--- config.mk ---
export PLATFORM = sky130hd
export DESIGN_NAME = inv_full_adder_pbit
export DESIGN_NICKNAME = d
export VERILOG_FILES = /design/src/rtl/inv_pbit_pkg.sv /design/src/rtl/pbit_cell.sv /design/src/rtl/inv_full_adder_pbit.sv
export SDC_FILE = /design/constraint.sdc
export NUM_CORES = 1
export LEC_CHECK = 0
export ABC_AREA = 1
export CAP_MARGIN = 0
export CORE_MARGIN = 2
export CORE_UTILIZATION = 40
export CTS_BUF_LIST = sky130_fd_sc_hd__clkbuf_16
export DETAILED_ROUTE_END_ITERATION = 10
export PLACE_DENSITY_LB_ADDON = 0.1
export SYNTH_ARGS = -nofsm -noshare
export SYNTH_HDL_FRONTEND = slang
export SYNTH_HIERARCHICAL = 1
export SYNTH_SLANG_ARGS = --single-unit
--- constraint.sdc ---
create_clock -name clk -period 9.1 [get_ports clk]
set_clock_uncertainty 0.05 [all_clocks]
set_input_delay 0.91 -clock clk [delete_from_list [all_inputs] [get_ports clk]]
set_output_delay 0.91 -clock clk [all_outputs]
set_load 0.05 [all_outputs]
--- src/rtl/inv_pbit_pkg.sv ---
// Shared constants and helpers for the invertible p-bit full adder.
// Holds the coupling matrix, bit indices, LFSR polynomial and threshold LUT.
// No state; pure compile-time and combinational helpers.
package inv_pbit_pkg;

  localparam int NUM_BITS = 5;

  localparam int IDX_A    = 0;
  localparam int IDX_B    = 1;
  localparam int IDX_CIN  = 2;
  localparam int IDX_S    = 3;
  localparam int IDX_COUT = 4;

  // Threshold LUT resolution; random numbers are compared at this width
  localparam int THR_W = 8;

  // Galois right-shift form of x^16+x^14+x^13+x^11+1
  localparam logic [15:0] LFSR_POLY = 16'hB400;
  localparam logic [15:0] SEED_STEP = 16'h1F35;

  typedef logic signed [2:0] coef_t;   // coupling weight, -2..+2
  typedef logic signed [4:0] field_t;  // local field, -8..+8
  typedef logic signed [7:0] xfield_t; // beta-scaled field, -120..+120

  // Symmetric coupling matrix, rows/cols in order A, B, Cin, S, Cout
  localparam coef_t J [NUM_BITS][NUM_BITS] = '{
    '{  3'sd0, -3'sd1, -3'sd1,  3'sd1,  3'sd2 },
    '{ -3'sd1,  3'sd0, -3'sd1,  3'sd1,  3'sd2 },
    '{ -3'sd1, -3'sd1,  3'sd0,  3'sd1,  3'sd2 },
    '{  3'sd1,  3'sd1,  3'sd1,  3'sd0, -3'sd2 },
    '{  3'sd2,  3'sd2,  3'sd2, -3'sd2,  3'sd0 }
  };

  // One step of the Galois LFSR
  function automatic logic [15:0] lfsr_next(input logic [15:0] s);
    return s[0] ? ((s >> 1) ^ LFSR_POLY) : (s >> 1);
  endfunction

  // Per-bit seed; an all-zero seed would lock the LFSR, so it is forced off zero
  function automatic logic [15:0] seed_for(input logic [15:0] base, input int k);
    logic [15:0] s;
    s = base ^ 16'(SEED_STEP * (k + 1));
    if (s == 16'h0000) s = 16'h0001;
    return s;
  endfunction

  // Contribution of one neighbour: J_kj * m_j with m_j = +/-1
  function automatic field_t field_term(input coef_t c, input logic b);
    return b ? field_t'(c) : -field_t'(c);
  endfunction

  // round(256*sigmoid(x)) clipped to 8 bits; saturated outside -7..+7
  function automatic logic [THR_W-1:0] tanh_threshold(input xfield_t x);
    logic [THR_W-1:0] t;
    t = 8'd0;
    if (x <= -8'sd8) begin
      t = 8'd0;
    end else if (x >= 8'sd8) begin
      t = 8'd255;
    end else begin
      case (x)
        -8'sd7: t = 8'd0;
        -8'sd6: t = 8'd1;
        -8'sd5: t = 8'd2;
        -8'sd4: t = 8'd5;
        -8'sd3: t = 8'd12;
        -8'sd2: t = 8'd31;
        -8'sd1: t = 8'd69;
         8'sd0: t = 8'd128;
         8'sd1: t = 8'd187;
         8'sd2: t = 8'd225;
         8'sd3: t = 8'd244;
         8'sd4: t = 8'd251;
         8'sd5: t = 8'd254;
         8'sd6: t = 8'd255;
         8'sd7: t = 8'd255;
        default: t = 8'd0;
      endcase
    end
    return t;
  endfunction

endpackage

--- src/rtl/pbit_cell.sv ---
// One stochastic bit: private LFSR, field-to-threshold compare, state register.
// Latency: state updates one clock after sel/clamp are presented.
// No backpressure; clamp has priority over the random draw.
module pbit_cell
  import inv_pbit_pkg::*;
#(
  parameter logic [15:0] SEED   = 16'h0001,
  parameter int          PROB_W = THR_W
) (
  input  logic       clk,
  input  logic       reset,
  input  logic       sel,
  input  logic [1:0] clamp,
  input  xfield_t    x,
  output logic       state
);

  logic [15:0]       lfsr;
  logic [PROB_W-1:0] r;
  logic [PROB_W-1:0] thr;
  logic              draw;

  // The LUT is 8-bit wide, so PROB_W is expected to stay at its default
  assign r    = lfsr[PROB_W-1:0];
  assign thr  = PROB_W'(tanh_threshold(x));
  assign draw = (r < thr);

  // LFSR free-runs every cycle; state takes clamp, else resamples when selected
  always_ff @(posedge clk) begin
    if (!reset) begin
      lfsr  <= SEED;
      state <= 1'b0;
    end else begin
      lfsr <= lfsr_next(lfsr);
      if (clamp[1]) begin
        state <= clamp[0];
      end else if (sel) begin
        state <= draw;
      end
    end
  end

endmodule

--- src/rtl/inv_full_adder_pbit.sv ---
// Five coupled p-bits forming an invertible full adder (A+B+Cin = 2*Cout+S).
// Latency: clamps land 1 clock later; one free bit resampled per clock (Gibbs sweep).
// No handshake; clamp changes simply take effect on the next edge.
module inv_full_adder_pbit
  import inv_pbit_pkg::*;
#(
  parameter logic [15:0] SEED_BASE = 16'hACE1,
  parameter int          PROB_W    = 8
) (
  input  logic       clk,
  input  logic       reset,
  input  logic [3:0] I_0,
  input  logic [1:0] a_clamp,
  input  logic [1:0] b_clamp,
  input  logic [1:0] cin_clamp,
  input  logic [1:0] s_clamp,
  input  logic [1:0] cout_clamp,
  output logic [4:0] p_bits
);

  logic [2:0] ptr;
  logic [1:0] clamp [NUM_BITS];
  xfield_t    x     [NUM_BITS];

  assign clamp[IDX_A]    = a_clamp;
  assign clamp[IDX_B]    = b_clamp;
  assign clamp[IDX_CIN]  = cin_clamp;
  assign clamp[IDX_S]    = s_clamp;
  assign clamp[IDX_COUT] = cout_clamp;

  // Round-robin update pointer 0..4
  always_ff @(posedge clk) begin
    if (!reset) begin
      ptr <= 3'd0;
    end else if (ptr == 3'(NUM_BITS - 1)) begin
      ptr <= 3'd0;
    end else begin
      ptr <= ptr + 3'd1;
    end
  end

  // Local fields from registered states, scaled by beta; fits 8-bit signed
  always_comb begin
    field_t acc;
    for (int k = 0; k < NUM_BITS; k++) begin
      acc = '0;
      for (int j = 0; j < NUM_BITS; j++) begin
        acc = acc + field_term(J[k][j], p_bits[j]);
      end
      x[k] = xfield_t'($signed({1'b0, I_0})) * xfield_t'(acc);
    end
  end

  for (genvar k = 0; k < NUM_BITS; k++) begin : g_cell
    pbit_cell #(
      .SEED   (seed_for(SEED_BASE, k)),
      .PROB_W (PROB_W)
    ) u_cell (
      .clk   (clk),
      .reset (reset),
      .sel   (ptr == 3'(k)),
      .clamp (clamp[k]),
      .x     (x[k]),
      .state (p_bits[k])
    );
  end

endmodule

==> metrics.csv <==
metric,value,unit
rr_worst_depth,33,
total_track_usage,15.2,%
rsz0062_at_grt,false,
cts.repair_timing.setup_buffer_count,0,
placementRows,54,
timing.hold.worst.class,reg2reg,
layout_worst_path_cycle_share,86.8,%
cp_slowest_cell,fa_1,
synthesis.area_per_instance,7.06,um2
crit_top_cell,nand2_1,
synth_edf_count,0,
cells_after_synth,1248,
cts-root-buf,clkbuf_16,
detailroute.via_count,6962,
postSynthRegisterBits,88,
num-fill-cells,2276,
synth_ff_type,dfxtp_1,
design.core.area,21800,um2
achievable-frequency,127,MHz
detail_route.vias_per_cell,4.47,
r2r_slack,1.20,ns
area_delta_synth_final,9.44,%
antennaDiodeCount,0,
drt_wl_total,16.7,mm
crit_path_max_incr_delay,0.84,ns
mappedNetlistArea,8810,um2
whs_path_depth,2,
status,finished clean,
finalSetupTns,0,ns
drive_above_1_share,9.77,%
cts.repair.resized,0,
startpoint,g_cell[0].u_cell/state,
maximum_clock_insertion_buffer_count,2,
final_common_cell,nand2_1,
yosysWarnings,6,
worst_ep_required_time,9.34,ns
grt_remaining_overflow,0,
cts_tree,built,
die_width,152,um
maximum_number_of_pins_on_one_net_before_global_route_repair,48,
crit_path_end_kind,flip-flop,
number_of_maximum_capacitance_violations,0,
setup_viol,0,
synth.yosys.seq_area_share,20.0,%
detail_route.wl_per_cell,10.7,um
place_congestion,0.844,
drt_drc_violations_left,0,
final_period_minus_worst_setup_slack,7.90,ns
detail_route.iter0.violations,217,
count_of_final_max_slew_check_failures,0,
finalNetCount,1475,
timing.critical_path.arrival,8.13,ns
dp.final_hpwl,13.6,mm
storage_cell_area,1760,um2
cts.sinks,88,
synth-async-reset-ratio,0,%
setup.worst_path.start_class,flip-flop,
slew-limit-headroom,42.7,%
antenna_violations_before_repair,0,
worst-slew-pin-transition,0.857,ns
multiInputGateArea,5920,um2
critical_path_fanout_max,10,
first_global_vias,6575,
clock_tree.htree_level_count,3,
chipHeight,152,um
worstReg2RegStart,g_cell[0].u_cell/state,
post_synth_num_cell_types,36,
final-hold-violation-count,0,
cts_hold_buffers,0,
clkLatencyLatePin,0.35,ns
detail_route.first_pass.iterations,6,
area_of_the_die,23200,um2
num_io_pins,21,
timing.setup.critical_path_class,reg2reg,
end_of_the_worst_register_to_register_path,g_cell[1].u_cell/state,
clock_transition_time_at_the_flip_flop_clock_pins_of_the_worst_setup_and_hold_paths,0.07,ns
final_antenna_net_count,0,
most-common-layout-cells,"nand2_1 (329), inv_1 (265), ha_1 (137)",
initial_core_util,40.5,%
crit_path_end,g_cell[1].u_cell/state,
cts_buffers,9,
port-buffer-count,20,
wire_length_of_the_first_global_routing_pass,29.8,mm
synthesized netlist by cell type, types with 11 or more instances:
cell	instances	share of area [%]
nand2_1	329	14
inv_1	265	11
ha_1	137	19
dfxtp_1	88	20
nor2_1	88	3.7
fa_1	48	11
nand3_1	36	2.0
or2_2	31	2.2
inv_2	23	0.98
nor2_2	22	1.6
xnor2_1	21	2.1
a21oi_1	20	1.1
nor3_1	15	0.85
nor4_1	15	1.1
clkbuf_1	14	0.60
nand3_2	11	1.2
cell type report:
cell class / instances / share of cell area (%)
Multi-Input combinational cell: 860 / 61.4
Sequential cell: 88 / 18.3
Inverter: 289 / 11.2
Tap cell: 280 / 3.63
Timing Repair Buffer: 26 / 2.49
Clock buffer: 9 / 2.34
Clock inverter: 7 / 0.662
critical path: cells and delay by family, from the launching register on:
kind | cells | cell delay, ns
AOI/OAI and AO/OA | 4 | 0.73
and+or+nand+nor | 16 | 1.68
adders and majority gates | 9 | 4.17
buffers and inverters | 4 | 0.61
DFF | 1 | 0.59
logic make-up (layout without fill, tap and decap cells):
group                    count (synthesis)  in the layout  synth area share [%]
XOR/XNOR                                32             32                  3.27
adder cells (fa/ha/maj)                185            185                  30.4
AO/OA/AOI/OAI                           60             60                  4.19
flip-flops                              88             88                  20.0
other                                    1              8                0.0426
buffers and inverters                  307            331                  13.1
AND/OR/NAND/NOR                        575            575                  29.0
through the flow:
stage | util [%] | hold slack [ns] | instances | area, um2 | setup slack, ns
finish | 44.3 | 0.361 | 1559 | 9640 | 1.20
global route | 44.3 | 0.378 | 1559 | 9640 | 0.399
CTS | 44.3 | 0.363 | 1559 | 9640 | 1.09
detailed placement | 43.0 | 0.346 | 1543 | 9360 | 1.11
global placement | 43.0 | 0.343 | 1543 | 9360 | 1.17
floorplan | - | 0.340 | 1255 | 8840 | 1.36
sequential cells by signal, indices dropped and copies added, names as in the netlist:
| signal | flops |
|---|---|
| g_cell.u_cell/lfsr | 80 |
| g_cell.u_cell/state | 5 |
| ptr | 3 |
routing by layer:
metal | up-vias | track usage (%) | wire length, um
li1 | 3825 | - | -
met1 | 3088 | 21.4 | 9050
met2 | 36 | 24.6 | 7230
met3 | 13 | 1.79 | 220
met4 | 0 | 4.50 | 206
met5 | - | 0 | 0
worst min-delay path by stage:
stage / startpoint / endpoint / slack [ns]
finish: g_cell[1].u_cell/lfsr[12] / g_cell[1].u_cell/lfsr[11] / 0.36
global route: g_cell[1].u_cell/lfsr[8] / g_cell[1].u_cell/lfsr[7] / 0.38
CTS: g_cell[1].u_cell/lfsr[12] / g_cell[1].u_cell/lfsr[11] / 0.36
detailed placement: g_cell[1].u_cell/lfsr[12] / g_cell[1].u_cell/lfsr[11] / 0.35
global placement: g_cell[4].u_cell/lfsr[10] / g_cell[4].u_cell/lfsr[9] / 0.34
floorplan: g_cell[2].u_cell/lfsr[12] / g_cell[2].u_cell/lfsr[11] / 0.34
Power is not shown: default switching activity piles up to over one toggle a cycle in this logic, so the estimate is an artifact.
